===== config.mk =====
export PLATFORM = sky130hd
export DESIGN_NAME = operand_fetch_sequencer_flat
export DESIGN_NICKNAME = d
export VERILOG_FILES = /design/src/rtl/operand_fetch_sequencer_pkg.sv /design/src/rtl/operand_fetch_sequencer_if.sv /design/src/rtl/operand_fetch_sequencer_align.sv /design/src/rtl/operand_fetch_sequencer.sv /design/src/flat_wrapper.sv
export SDC_FILE = /design/constraint.sdc
export NUM_CORES = 1
export LEC_CHECK = 0
export CELL_PAD_IN_SITES_DETAIL_PLACEMENT = 0
export CELL_PAD_IN_SITES_GLOBAL_PLACEMENT = 1
export CORE_MARGIN = 2
export CORE_UTILIZATION = 40
export DETAILED_ROUTE_END_ITERATION = 7
export PLACE_DENSITY = 0.88
export SYNTH_ARGS = -nofsm -noshare
export SYNTH_HDL_FRONTEND = slang
export SYNTH_SLANG_ARGS = --single-unit

===== constraint.sdc =====
create_clock -name clk -period 4.7 [get_ports clk]
set_input_delay 0.94 -clock clk [delete_from_list [all_inputs] [get_ports clk]]
set_output_delay 0.94 -clock clk [all_outputs]
set_load 0.02 [all_outputs]

===== src/rtl/operand_fetch_sequencer_pkg.sv =====
// Shared constants for the operand-fetch sequencer: addressing modes,
// FSM state encoding, PC register index and autoincrement steps.
package operand_fetch_sequencer_pkg;

  localparam int DEF_DATA_W = 16;
  localparam int DEF_REG_AW = 4;
  localparam int DEF_PC_REG = 0;

  // source addressing modes
  localparam logic [1:0] AS_REG = 2'b00;
  localparam logic [1:0] AS_IDX = 2'b01;
  localparam logic [1:0] AS_IND = 2'b10;
  localparam logic [1:0] AS_INC = 2'b11;

  // destination addressing modes
  localparam logic AD_REG = 1'b0;
  localparam logic AD_IDX = 1'b1;

  // FSM state encoding
  localparam logic [2:0] ST_IDLE    = 3'd0;
  localparam logic [2:0] ST_SRC_EXT = 3'd1;
  localparam logic [2:0] ST_SRC_REG = 3'd2;
  localparam logic [2:0] ST_SRC_MEM = 3'd3;
  localparam logic [2:0] ST_DST_EXT = 3'd4;
  localparam logic [2:0] ST_DST_REG = 3'd5;
  localparam logic [2:0] ST_DST_MEM = 3'd6;
  localparam logic [2:0] ST_DONE    = 3'd7;

  // autoincrement steps: bytes step by one except through the PC
  localparam logic [DEF_DATA_W-1:0] BYTE_INC = 16'd1;
  localparam logic [DEF_DATA_W-1:0] WORD_INC = 16'd2;

endpackage


===== src/rtl/operand_fetch_sequencer_if.sv =====
// Register-bank and data-memory port bundle used by the operand-fetch sequencer.
interface operand_fetch_sequencer_if #(
  parameter int DATA_W = 16,
  parameter int REG_AW = 4
);
  logic [REG_AW-1:0] reg_rd_addr;
  logic [DATA_W-1:0] reg_rd_data;
  logic              reg_wr_en;
  logic [REG_AW-1:0] reg_wr_addr;
  logic [DATA_W-1:0] reg_wr_data;
  logic              mem_req;
  logic [DATA_W-1:0] mem_addr;
  logic              mem_ack;
  logic [DATA_W-1:0] mem_rdata;

  modport master (
    output reg_rd_addr, reg_wr_en, reg_wr_addr, reg_wr_data, mem_req, mem_addr,
    input  reg_rd_data, mem_ack, mem_rdata
  );

  modport slave (
    input  reg_rd_addr, reg_wr_en, reg_wr_addr, reg_wr_data, mem_req, mem_addr,
    output reg_rd_data, mem_ack, mem_rdata
  );
endinterface


===== src/rtl/operand_fetch_sequencer_align.sv =====
// Byte-lane select and zero-extension for byte instructions; words pass through.
module operand_align
  import operand_fetch_sequencer_pkg::*;
#(
  parameter int DATA_W = DEF_DATA_W
) (
  input  logic [DATA_W-1:0] data,
  input  logic              addr0,
  input  logic              byte_op,
  output logic [DATA_W-1:0] result
);

  // odd addresses select the high byte, even addresses the low byte
  always_comb begin
    result = data;
    if (byte_op) result = {{(DATA_W-8){1'b0}}, (addr0 ? data[15:8] : data[7:0])};
  end

endmodule


===== src/rtl/operand_fetch_sequencer.sv =====
// Operand-fetch sequencer: walks src/dst addressing modes for double-operand
// instructions, fetching extension words, memory operands and applying
// PC / autoincrement write-backs before handing both operands to the ALU.
module operand_fetch_sequencer
  import operand_fetch_sequencer_pkg::*;
#(
  parameter int              DATA_W = DEF_DATA_W,
  parameter int              REG_AW = DEF_REG_AW,
  parameter logic [REG_AW-1:0] PC_REG = REG_AW'(DEF_PC_REG)
) (
  input  logic              clk,
  input  logic              rst,
  input  logic              start,
  input  logic [REG_AW-1:0] src_reg,
  input  logic [REG_AW-1:0] dst_reg,
  input  logic [1:0]        as_mode,
  input  logic              ad_mode,
  input  logic              byte_op,
  output logic              busy,
  output logic              done,
  output logic [DATA_W-1:0] src_operand,
  output logic [DATA_W-1:0] dst_operand,
  output logic [DATA_W-1:0] dst_addr,
  output logic              dst_is_mem,
  operand_fetch_sequencer_if.master bus
);

  logic [2:0]        state;
  logic [REG_AW-1:0] src_r, dst_r;
  logic [1:0]        as_r;
  logic              ad_r, byte_r;
  logic [DATA_W-1:0] ext, ext_pc, addr;

  logic [DATA_W-1:0] reg_aligned, mem_aligned;
  logic              mem_lane0;
  logic [DATA_W-1:0] inc, src_base, dst_base;

  logic [REG_AW-1:0] reg_rd_addr, reg_wr_addr;
  logic [DATA_W-1:0] reg_wr_data, mem_addr;
  logic              reg_wr_en, mem_req;

  assign busy = (state != ST_IDLE);
  assign done = (state == ST_DONE);

  assign mem_lane0 = (state == ST_SRC_MEM) ? addr[0] : dst_addr[0];
  assign inc       = (byte_r && src_r != PC_REG) ? DATA_W'(BYTE_INC) : DATA_W'(WORD_INC);
  assign src_base  = (src_r == PC_REG) ? ext_pc : bus.reg_rd_data;
  assign dst_base  = (dst_r == PC_REG) ? ext_pc : bus.reg_rd_data;

  operand_align #(.DATA_W(DATA_W)) u_reg_align (
    .data(bus.reg_rd_data), .addr0(1'b0), .byte_op(byte_r), .result(reg_aligned)
  );

  operand_align #(.DATA_W(DATA_W)) u_mem_align (
    .data(bus.mem_rdata), .addr0(mem_lane0), .byte_op(byte_r), .result(mem_aligned)
  );

  // bank and memory strobes decoded from the current state and the memory ack
  always_comb begin
    reg_rd_addr = '0;
    reg_wr_en   = 1'b0;
    reg_wr_addr = '0;
    reg_wr_data = '0;
    mem_req     = 1'b0;
    mem_addr    = '0;
    case (state)
      ST_SRC_EXT, ST_DST_EXT: begin
        reg_rd_addr = PC_REG;
        mem_req     = 1'b1;
        mem_addr    = bus.reg_rd_data;
        if (bus.mem_ack) begin
          reg_wr_en   = 1'b1;
          reg_wr_addr = PC_REG;
          reg_wr_data = bus.reg_rd_data + DATA_W'(WORD_INC);
        end
      end
      ST_SRC_REG: reg_rd_addr = src_r;
      ST_SRC_MEM: begin
        reg_rd_addr = src_r;
        mem_req     = 1'b1;
        mem_addr    = addr;
        if (bus.mem_ack && as_r == AS_INC) begin
          reg_wr_en   = 1'b1;
          reg_wr_addr = src_r;
          reg_wr_data = bus.reg_rd_data + inc;
        end
      end
      ST_DST_REG: reg_rd_addr = dst_r;
      ST_DST_MEM: begin
        mem_req  = 1'b1;
        mem_addr = dst_addr;
      end
      default: ;
    endcase
  end

  assign bus.reg_rd_addr = reg_rd_addr;
  assign bus.reg_wr_en   = reg_wr_en;
  assign bus.reg_wr_addr = reg_wr_addr;
  assign bus.reg_wr_data = reg_wr_data;
  assign bus.mem_req     = mem_req;
  assign bus.mem_addr    = mem_addr;

  // sequencing FSM plus the latched instruction fields, addresses and operands
  always_ff @(posedge clk or posedge rst) begin
    if (rst) begin
      state       <= ST_IDLE;
      src_r       <= '0;
      dst_r       <= '0;
      as_r        <= '0;
      ad_r        <= 1'b0;
      byte_r      <= 1'b0;
      ext         <= '0;
      ext_pc      <= '0;
      addr        <= '0;
      src_operand <= '0;
      dst_operand <= '0;
      dst_addr    <= '0;
      dst_is_mem  <= 1'b0;
    end else begin
      case (state)
        ST_IDLE: begin
          if (start) begin
            src_r  <= src_reg;
            dst_r  <= dst_reg;
            as_r   <= as_mode;
            ad_r   <= ad_mode;
            byte_r <= byte_op;
            state  <= (as_mode == AS_IDX) ? ST_SRC_EXT : ST_SRC_REG;
          end
        end
        ST_SRC_EXT, ST_DST_EXT: begin
          if (bus.mem_ack) begin
            ext    <= bus.mem_rdata;
            ext_pc <= bus.reg_rd_data;
            state  <= (state == ST_SRC_EXT) ? ST_SRC_REG : ST_DST_REG;
          end
        end
        ST_SRC_REG: begin
          case (as_r)
            AS_REG: begin
              src_operand <= reg_aligned;
              state       <= (ad_r == AD_IDX) ? ST_DST_EXT : ST_DST_REG;
            end
            AS_IDX: begin
              addr  <= src_base + ext;
              state <= ST_SRC_MEM;
            end
            AS_IND, AS_INC: begin
              addr  <= bus.reg_rd_data;
              state <= ST_SRC_MEM;
            end
            default: state <= ST_IDLE;
          endcase
        end
        ST_SRC_MEM: begin
          if (bus.mem_ack) begin
            src_operand <= mem_aligned;
            state       <= (ad_r == AD_IDX) ? ST_DST_EXT : ST_DST_REG;
          end
        end
        ST_DST_REG: begin
          if (ad_r == AD_REG) begin
            dst_operand <= bus.reg_rd_data;
            dst_is_mem  <= 1'b0;
            state       <= ST_DONE;
          end else begin
            dst_addr   <= dst_base + ext;
            dst_is_mem <= 1'b1;
            state      <= ST_DST_MEM;
          end
        end
        ST_DST_MEM: begin
          if (bus.mem_ack) begin
            dst_operand <= mem_aligned;
            state       <= ST_DONE;
          end
        end
        default: state <= ST_IDLE;
      endcase
    end
  end

endmodule


===== src/flat_wrapper.sv =====
// flat-port wrapper written by rule: the top's interface ports become plain ports
module operand_fetch_sequencer_flat import operand_fetch_sequencer_pkg::*;
#(
  parameter int              DATA_W = DEF_DATA_W,
  parameter int              REG_AW = DEF_REG_AW,
  parameter logic [REG_AW-1:0] PC_REG = REG_AW'(DEF_PC_REG)
)
  (clk, rst, start, src_reg, dst_reg, as_mode, ad_mode, byte_op, busy, done, src_operand, dst_operand, dst_addr, dst_is_mem, bus_reg_rd_addr, bus_reg_wr_en, bus_reg_wr_addr, bus_reg_wr_data, bus_mem_req, bus_mem_addr, bus_reg_rd_data, bus_mem_ack, bus_mem_rdata);
  operand_fetch_sequencer_if #(.DATA_W(DATA_W), .REG_AW(REG_AW)) bus_i ();
  input  logic clk;
  input  logic rst;
  input  logic start;
  input  logic [REG_AW-1:0] src_reg;
  input  logic [REG_AW-1:0] dst_reg;
  input  logic [1:0] as_mode;
  input  logic ad_mode;
  input  logic byte_op;
  output logic busy;
  output logic done;
  output logic [DATA_W-1:0] src_operand;
  output logic [DATA_W-1:0] dst_operand;
  output logic [DATA_W-1:0] dst_addr;
  output logic dst_is_mem;
  output wire logic [$bits(bus_i.reg_rd_addr)-1:0] bus_reg_rd_addr;
  output wire logic [$bits(bus_i.reg_wr_en)-1:0] bus_reg_wr_en;
  output wire logic [$bits(bus_i.reg_wr_addr)-1:0] bus_reg_wr_addr;
  output wire logic [$bits(bus_i.reg_wr_data)-1:0] bus_reg_wr_data;
  output wire logic [$bits(bus_i.mem_req)-1:0] bus_mem_req;
  output wire logic [$bits(bus_i.mem_addr)-1:0] bus_mem_addr;
  input wire logic [$bits(bus_i.reg_rd_data)-1:0] bus_reg_rd_data;
  input wire logic [$bits(bus_i.mem_ack)-1:0] bus_mem_ack;
  input wire logic [$bits(bus_i.mem_rdata)-1:0] bus_mem_rdata;
  assign bus_reg_rd_addr = bus_i.reg_rd_addr;
  assign bus_reg_wr_en = bus_i.reg_wr_en;
  assign bus_reg_wr_addr = bus_i.reg_wr_addr;
  assign bus_reg_wr_data = bus_i.reg_wr_data;
  assign bus_mem_req = bus_i.mem_req;
  assign bus_mem_addr = bus_i.mem_addr;
  assign bus_i.reg_rd_data = bus_reg_rd_data;
  assign bus_i.mem_ack = bus_mem_ack;
  assign bus_i.mem_rdata = bus_mem_rdata;
  operand_fetch_sequencer #(.DATA_W(DATA_W), .REG_AW(REG_AW), .PC_REG(PC_REG)) u_core (.clk(clk), .rst(rst), .start(start), .src_reg(src_reg), .dst_reg(dst_reg), .as_mode(as_mode), .ad_mode(ad_mode), .byte_op(byte_op), .busy(busy), .done(done), .src_operand(src_operand), .dst_operand(dst_operand), .dst_addr(dst_addr), .dst_is_mem(dst_is_mem), .bus(bus_i));
endmodule

* Word level (Yosys, flattened, before mapping)
Cells that the tools add are included.
** Storage, ports and cells
- Flip-flop bits (word level) :: 112
- Bits of input ports :: 48
- Output and inout port bits :: 93
** Cells by class
- $add $sub $neg :: 4
- Eq/ne operators :: 17
- Reductions and logical operators :: 23
- Mux-type cells :: 35
** Operators by type and width (number)
- $mux 16 :: 9
- $pmux 16 s2 :: 4
- $add 16x16->16 :: 3
- $pmux 16 s3 :: 1
- $pmux 3 s6 :: 1
- $add 16x2->16 const B :: 1
- $mux 3 :: 5
- $eq 3x3->1 const B :: 4
- $ne 2x2->1 const B :: 5
- $logic_not 4->1 :: 2
- $mux 4 :: 2
- $mux 8 :: 1
- $pmux 4 s2 :: 1
- $reduce_and 2->1 :: 4
- $mux 1 :: 7
- $eq 3x2->1 const B :: 2
- $pmux 3 s2 :: 1
- $reduce_and 3->1 :: 2
- $reduce_bool 2->1 :: 3
- $reduce_or 2->1 :: 3
- $eq 2x1->1 const B :: 2
- $eq 2x2->1 const B :: 2
- $mux 2 :: 2
- $reduce_and 4->1 :: 1
- 10 further kinds :: 11

* Depth between registers and ports, before layout
- Depth after elaboration :: 6
- Mapped depth :: 12
- Mapped depth without buffers :: 11

* Cells and area by module
A second synthesis with hierarchy kept.
** Second synthesis, totals
- Cells, all modules :: 930
- Area, all modules :: 7980.2 um^2
** Modules (own cells, without submodules)
- operand_fetch_sequencer :: area each 7637.3 um^2, sequential area each 2802.7 um^2, times used 1, cells an instance 896
- operand_align :: area each 171.4 um^2, sequential area each 0.0 um^2, times used 2, cells an instance 17

* Worst setup path after synthesis
OpenSTA, ideal clock, no wires.
- Kind :: register to output
- Start point :: register u_core.src_r[3]
- End point :: output port bus_reg_wr_data[12]
- Setup slack :: 0.725 ns
- Stages on the path, launching flop included :: 11
- Required time :: 3.760 ns
- Arrival :: 3.035 ns
- Cells stage by stage :: dfrtp_1 nor4_4 clkbuf_1 nand2b_1 inv_1 fa_1 nand3b_1 nor2_1 a22o_1 nand2_1 o21ai_0
** Between the ends
- Word-level cells in the longest chain between the ends :: 6
** Ends and longest elaborated chain
- start: declaration :: RTL line operand_fetch_sequencer.sv:29 : logic [REG_AW-1:0] src_r, dst_r;
- start signal: assignment :: RTL line operand_fetch_sequencer.sv:124 : src_r <= src_reg;
- $reduce_bool 4->1 :: RTL line operand_fetch_sequencer.sv:46 : assign inc = (byte_r && src_r != PC_REG) ? DATA_W'(BYTE_INC) : DATA_W'(WORD_INC);
- $logic_and 1x1->1 :: RTL line operand_fetch_sequencer.sv:46
- $mux 2 :: RTL line operand_fetch_sequencer.sv:46
- $add 16x16->16 :: RTL line operand_fetch_sequencer.sv:85 : reg_wr_data = bus.reg_rd_data + inc;
- $mux 16 :: RTL line operand_fetch_sequencer.sv:82 : if (bus.mem_ack && as_r == AS_INC) begin
- $pmux 16 s2 :: RTL line operand_fetch_sequencer.sv:66 : case (state)
- end: declaration :: RTL line flat_wrapper.sv:27 : output wire logic [$bits(bus_i.reg_wr_data)-1:0] bus_reg_wr_data;
No other way between the ends.

* Worst setup path in the final report
- Start point :: input port bus_reg_rd_data[0]
- End point :: output port bus_reg_wr_data[12]
** Between the ends
- Word-level cells in the longest chain between the ends :: 3
- Elaborated cells on any way between the ends :: 5
- Classes of those cells :: 2 x add/sub; 3 x mux
** Ends and longest elaborated chain
- start: declaration :: RTL line flat_wrapper.sv:30 : input wire logic [$bits(bus_i.reg_rd_data)-1:0] bus_reg_rd_data;
- $add 16x16->16 or $add 16x2->16 (tied branches) :: RTL line operand_fetch_sequencer.sv:85, operand_fetch_sequencer.sv:74
- $mux 16 (on tied branches) :: RTL line operand_fetch_sequencer.sv:82, operand_fetch_sequencer.sv:71
- $pmux 16 s2 (*) :: RTL line operand_fetch_sequencer.sv:66
Every way passes the cells marked *; elsewhere a longest branch is shown, timed or not.

==> impl_metrics.xml <==
<?xml version="1.0" encoding="UTF-8"?>
<metrics>
  <group name="status">
    <metric name="run_status" unit="">complete, no violations</metric>
  </group>
  <group name="sta">
    <metric name="hold-worst-slack" unit="ps">488.0</metric>
    <metric name="setup-violations-final" unit="">0</metric>
    <metric name="clock_skew" unit="ps">9.286</metric>
    <metric name="hold_viol" unit="">0</metric>
    <metric name="layout_setup_ws" unit="ps">15.50</metric>
    <metric name="timing.max_slew.rel_slack" unit="">0.2293</metric>
    <metric name="report.final.slew_viol_count" unit="">0</metric>
    <metric name="tightest_slew" unit="ps">1156</metric>
    <metric name="max_freq" unit="MHz">213.5</metric>
    <metric name="post-route-period-util" unit="">0.9967</metric>
    <metric name="finalWorstPathRequiredPeriod" unit="ps">4685</metric>
    <metric name="fin_tns_setup" unit="ps">0</metric>
  </group>
  <group name="critical_path">
    <metric name="worstPathMaxFanout" unit="">4</metric>
    <metric name="crit_buf_inv" unit="">3</metric>
    <metric name="timing.critical_path.mode_cell" unit="">clkdlybuf4s50_1</metric>
    <metric name="cp_cell_sequence" unit="">clkdlybuf4s50_1 -&gt; ha_1 -&gt; inv_1 -&gt; fa_1 -&gt; nand3b_1 -&gt; nor2_2 -&gt; a22o_1 -&gt; nand2_1 -&gt; o21ai_0 -&gt; clkdlybuf4s50_1</metric>
    <metric name="crit_slowest_cell" unit="">clkdlybuf4s50_1</metric>
    <metric name="worst-setup-path-type" unit="">input port to output pin</metric>
    <metric name="cp.required" unit="ps">3760</metric>
    <metric name="worst_path_dominant_cell_family" unit="">buffers and inverters</metric>
    <metric name="timing.critical_path.arrival" unit="ps">3740</metric>
    <metric name="critPathLaunchType" unit="">input port</metric>
    <metric name="setup.worst_path.end_class" unit="">output pin</metric>
    <metric name="slowest_delay" unit="ps">640</metric>
  </group>
  <group name="pwr">
    <metric name="max-vdd-ir-drop" unit="mV">0.3396</metric>
    <metric name="design_power_total" unit="mW">7.099</metric>
    <metric name="power_leakage" unit="nW">4.401</metric>
    <metric name="power.density" unit="nW/um^2">712.8</metric>
  </group>
  <group name="routing">
    <metric name="drt_drc_violations_left" unit="">0</metric>
    <metric name="route.met2.wl" unit="mm">11.89</metric>
    <metric name="dr_total_vias" unit="">7617</metric>
    <metric name="highest-signal-layer" unit="">met4</metric>
    <metric name="detail_route.iter0.violations" unit="">521</metric>
    <metric name="met3_wirelength" unit="mm">1.324</metric>
    <metric name="postRouteAntennaNets" unit="">0</metric>
    <metric name="post_drt_wl_per_cell" unit="um">18.63</metric>
    <metric name="detailedRoute.firstPassIterationCount" unit="">6</metric>
    <metric name="met1_length" unit="mm">11.37</metric>
    <metric name="drt_wl_total" unit="mm">25.08</metric>
    <metric name="viasPerCell" unit="">5.659</metric>
  </group>
  <group name="cells_and_area">
    <metric name="nets" unit="">1160</metric>
    <metric name="fill_cells" unit="">1903</metric>
    <metric name="antennaDiodeCount" unit="">0</metric>
    <metric name="mostFrequentLayoutCell" unit="">nand2_1</metric>
    <metric name="ff_latch_area" unit="sq um">2803</metric>
    <metric name="multi_input_comb_area" unit="sq um">4695</metric>
    <metric name="layout_common_cells" unit="">nand2_1 (210), clkdlybuf4s50_1 (137), dfrtp_1 (112), o21ai_0 (92), a21oi_1 (63)</metric>
    <metric name="drive_gt1_frac" unit="">0.1101</metric>
    <metric name="utilization" unit="">0.5151</metric>
    <metric name="area_growth" unit="%">26.97</metric>
  </group>
  <group name="logic_synthesis">
    <metric name="post_synth_fa_ha_maj_area_fraction" unit="">0.06030</metric>
    <metric name="fraction_of_registers_with_async_set_or_reset_after_synthesis" unit="">1.000</metric>
    <metric name="total_standard_cell_area_after_synthesis" unit="sq um">7844</metric>
    <metric name="post_synth_and_or_nand_nor_area_fraction" unit="">0.1978</metric>
    <metric name="yosys-mux-area-fraction" unit="">0.09842</metric>
    <metric name="synth-edff-count" unit="">0</metric>
    <metric name="post_synth_inst_count" unit="">954</metric>
    <metric name="syn-num-nets" unit="">1038</metric>
    <metric name="synthesis.yosys.warnings" unit="">0</metric>
    <metric name="post_synth.cell_area_avg" unit="sq um">8.222</metric>
    <metric name="dominantRegCellSynth" unit="">dfrtp_1</metric>
    <metric name="synth_top_family_by_area" unit="">compound AO/OA/AOI/OAI gates</metric>
    <metric name="xor_xnor_fraction_of_synth_area" unit="">0.02457</metric>
    <metric name="synth.ff_latch_count" unit="">112</metric>
    <metric name="synth-compound-area-share" unit="">0.2158</metric>
    <metric name="post_synthesis_cell_type_count" unit="">58</metric>
    <metric name="yosys.area.top_type_share" unit="">0.3573</metric>
    <metric name="synthTopCellsByArea" unit="">dfrtp_1 (36%), nand2_1 (10%), mux2_2 (7.0%)</metric>
    <metric name="ys_seq_area_frac" unit="">0.3573</metric>
    <metric name="synthDominantAreaCellType" unit="">dfrtp_1</metric>
  </group>
  <group name="clock_tree">
    <metric name="cts-root-to-sink-buffers" unit="">2</metric>
    <metric name="ctsRootBufferMaster" unit="">clkbuf_16</metric>
    <metric name="clock_latency_on_the_worst_skew_pair" unit="ps">370</metric>
    <metric name="cts_tree" unit="">yes</metric>
    <metric name="cts_num_sinks" unit="">112</metric>
    <metric name="worst_setup_hold_path_clk_slew" unit="ps">80</metric>
    <metric name="inserted_clock_buffers" unit="">9</metric>
    <metric name="clock_tree.htree_level_count" unit="">3</metric>
  </group>
  <group name="floorplan">
    <metric name="start_util" unit="">0.4057</metric>
    <metric name="die_width" unit="um">144.0</metric>
    <metric name="rows" unit="">51</metric>
    <metric name="die-height" unit="um">144.0</metric>
    <metric name="die-area" unit="sq um">20750</metric>
    <metric name="core_area" unit="sq um">19330</metric>
    <metric name="top_level_ports" unit="">141</metric>
  </group>
  <group name="global_route">
    <metric name="antenna_violations_before_repair" unit="">0</metric>
    <metric name="wire_length_of_the_first_global_routing_pass" unit="mm">39.36</metric>
    <metric name="via_count_of_the_first_global_routing_pass" unit="">7185</metric>
    <metric name="global_route.usage.total" unit="">0.2465</metric>
    <metric name="grt_max_degree" unit="">75</metric>
    <metric name="grt_overflow" unit="">0</metric>
  </group>
  <group name="placed_design">
    <metric name="dp_hpwl" unit="mm">18.58</metric>
    <metric name="place_congestion" unit="">0.9323</metric>
    <metric name="port-buffer-count" unit="">140</metric>
    <metric name="place_ws" unit="ps">44.11</metric>
  </group>
  <group name="worst_hold_path">
    <metric name="timing.hold.worst.class" unit="">register to register</metric>
  </group>
  <group name="flow_run">
    <metric name="max_cap_viol_count" unit="">0</metric>
  </group>
</metrics>
[cells by family after synthesis]
kind of cell,count (synthesis)
muxes,71
DFF,112
AOI/OAI and AO/OA,278
and+or+nand+nor,346
xor gates and xnor gates,22
adders and majority gates,36
buffers and inverters,89
[stage by stage]
stage | cell area (sq um) | std cells
after global placement | 9612 | 1329
after floorplan | 7844 | 954
after global routing | 9960 | 1346
final | 9960 | 1346
after detailed placement | 9612 | 1329
after CTS | 9936 | 1345
[power breakdown]
group          internal, mW  switching, mW
clock network         0.443          0.409
registers              1.43          0.386
logic                  1.89           2.54
total                  3.76           3.34
[cell type report]
class	count	share of cell area
Timing Repair Buffer	182	0.1744
Sequential cell	112	0.2814
Multi-Input combinational cell	753	0.4714
Tap cell	265	0.03329
Inverter	18	0.007035
Clock inverter	6	0.008543
Clock buffer	10	0.02399
[worst paths after layout]
check,startpoint,depth (start not counted),slack (ps),to
worst min-delay path,u_core.dst_operand[10],2,490,u_core.dst_operand[10]
worst min register to register,u_core.dst_operand[10],2,490,u_core.dst_operand[10]
max in group asynchronous,rst,3,2800,u_core.ext[0]
min in group asynchronous,rst,2,1150,u_core.src_r[1]
worst max-delay path,bus_reg_rd_data[0],10,20,bus_reg_wr_data[12]
worst max register to register,u_core.src_r[3],11,960,u_core.addr[12]
[sequential cells by signal, summed over array words and instances, names as in the netlist]
signal / flops
u_core.dst_addr: 16
u_core.byte_r: 1
u_core.src_operand: 16
u_core.src_r: 4
u_core.dst_r: 4
u_core.dst_operand: 16
u_core.dst_is_mem: 1
u_core.ext: 16
u_core.ad_r: 1
u_core.ext_pc: 16
u_core.state: 3
u_core.as_r: 2
u_core.addr: 16
[worst min-delay path: stages, from the launching register on]
cell and delay (ps):
dfrtp_1 350, nand2_1 50, o21ai_0 60
[synth_stat cells (4+ instances only)]
master      n
nor2_1     51
nand2_1   210
a21oi_1    63
a31oi_1    16
nand4_1     5
clkbuf_1   54
or3_1       7
xor2_1      9
nor2b_1    10
o21a_1      5
a211o_1     4
dfrtp_1   112
buf_2      11
nand3b_1    4
o211ai_1    4
nand2b_1    8
nor3b_1     8
a211oi_1   11
mux2i_1    22
xnor2_1    13
ha_1       33
inv_1      18
o31ai_1    16
o22ai_1    18
a21o_1     10
a22oi_1    13
mux2_2     49
and2_1      5
and3_1      7
nand3_1    15
nor3_1      4
o21ai_0    92
[layer usage]
metal | global-route usage | vias up
li1 | - | 3635
met1 | 0.3360 | 3690
met2 | 0.4110 | 257
met3 | 0.03079 | 35
met4 | 0.07430 | 0
met5 | 0 | -
[repair_timing]
item,4_1_cts,5_1_grt
hold buffers,0,0
buffers inserted,0,1
endpoints found under the hold margin,0,0
setup endpoints to repair,0,6
gates resized for setup,0,5
Note: power is estimated with default switching activity, not from simulation.
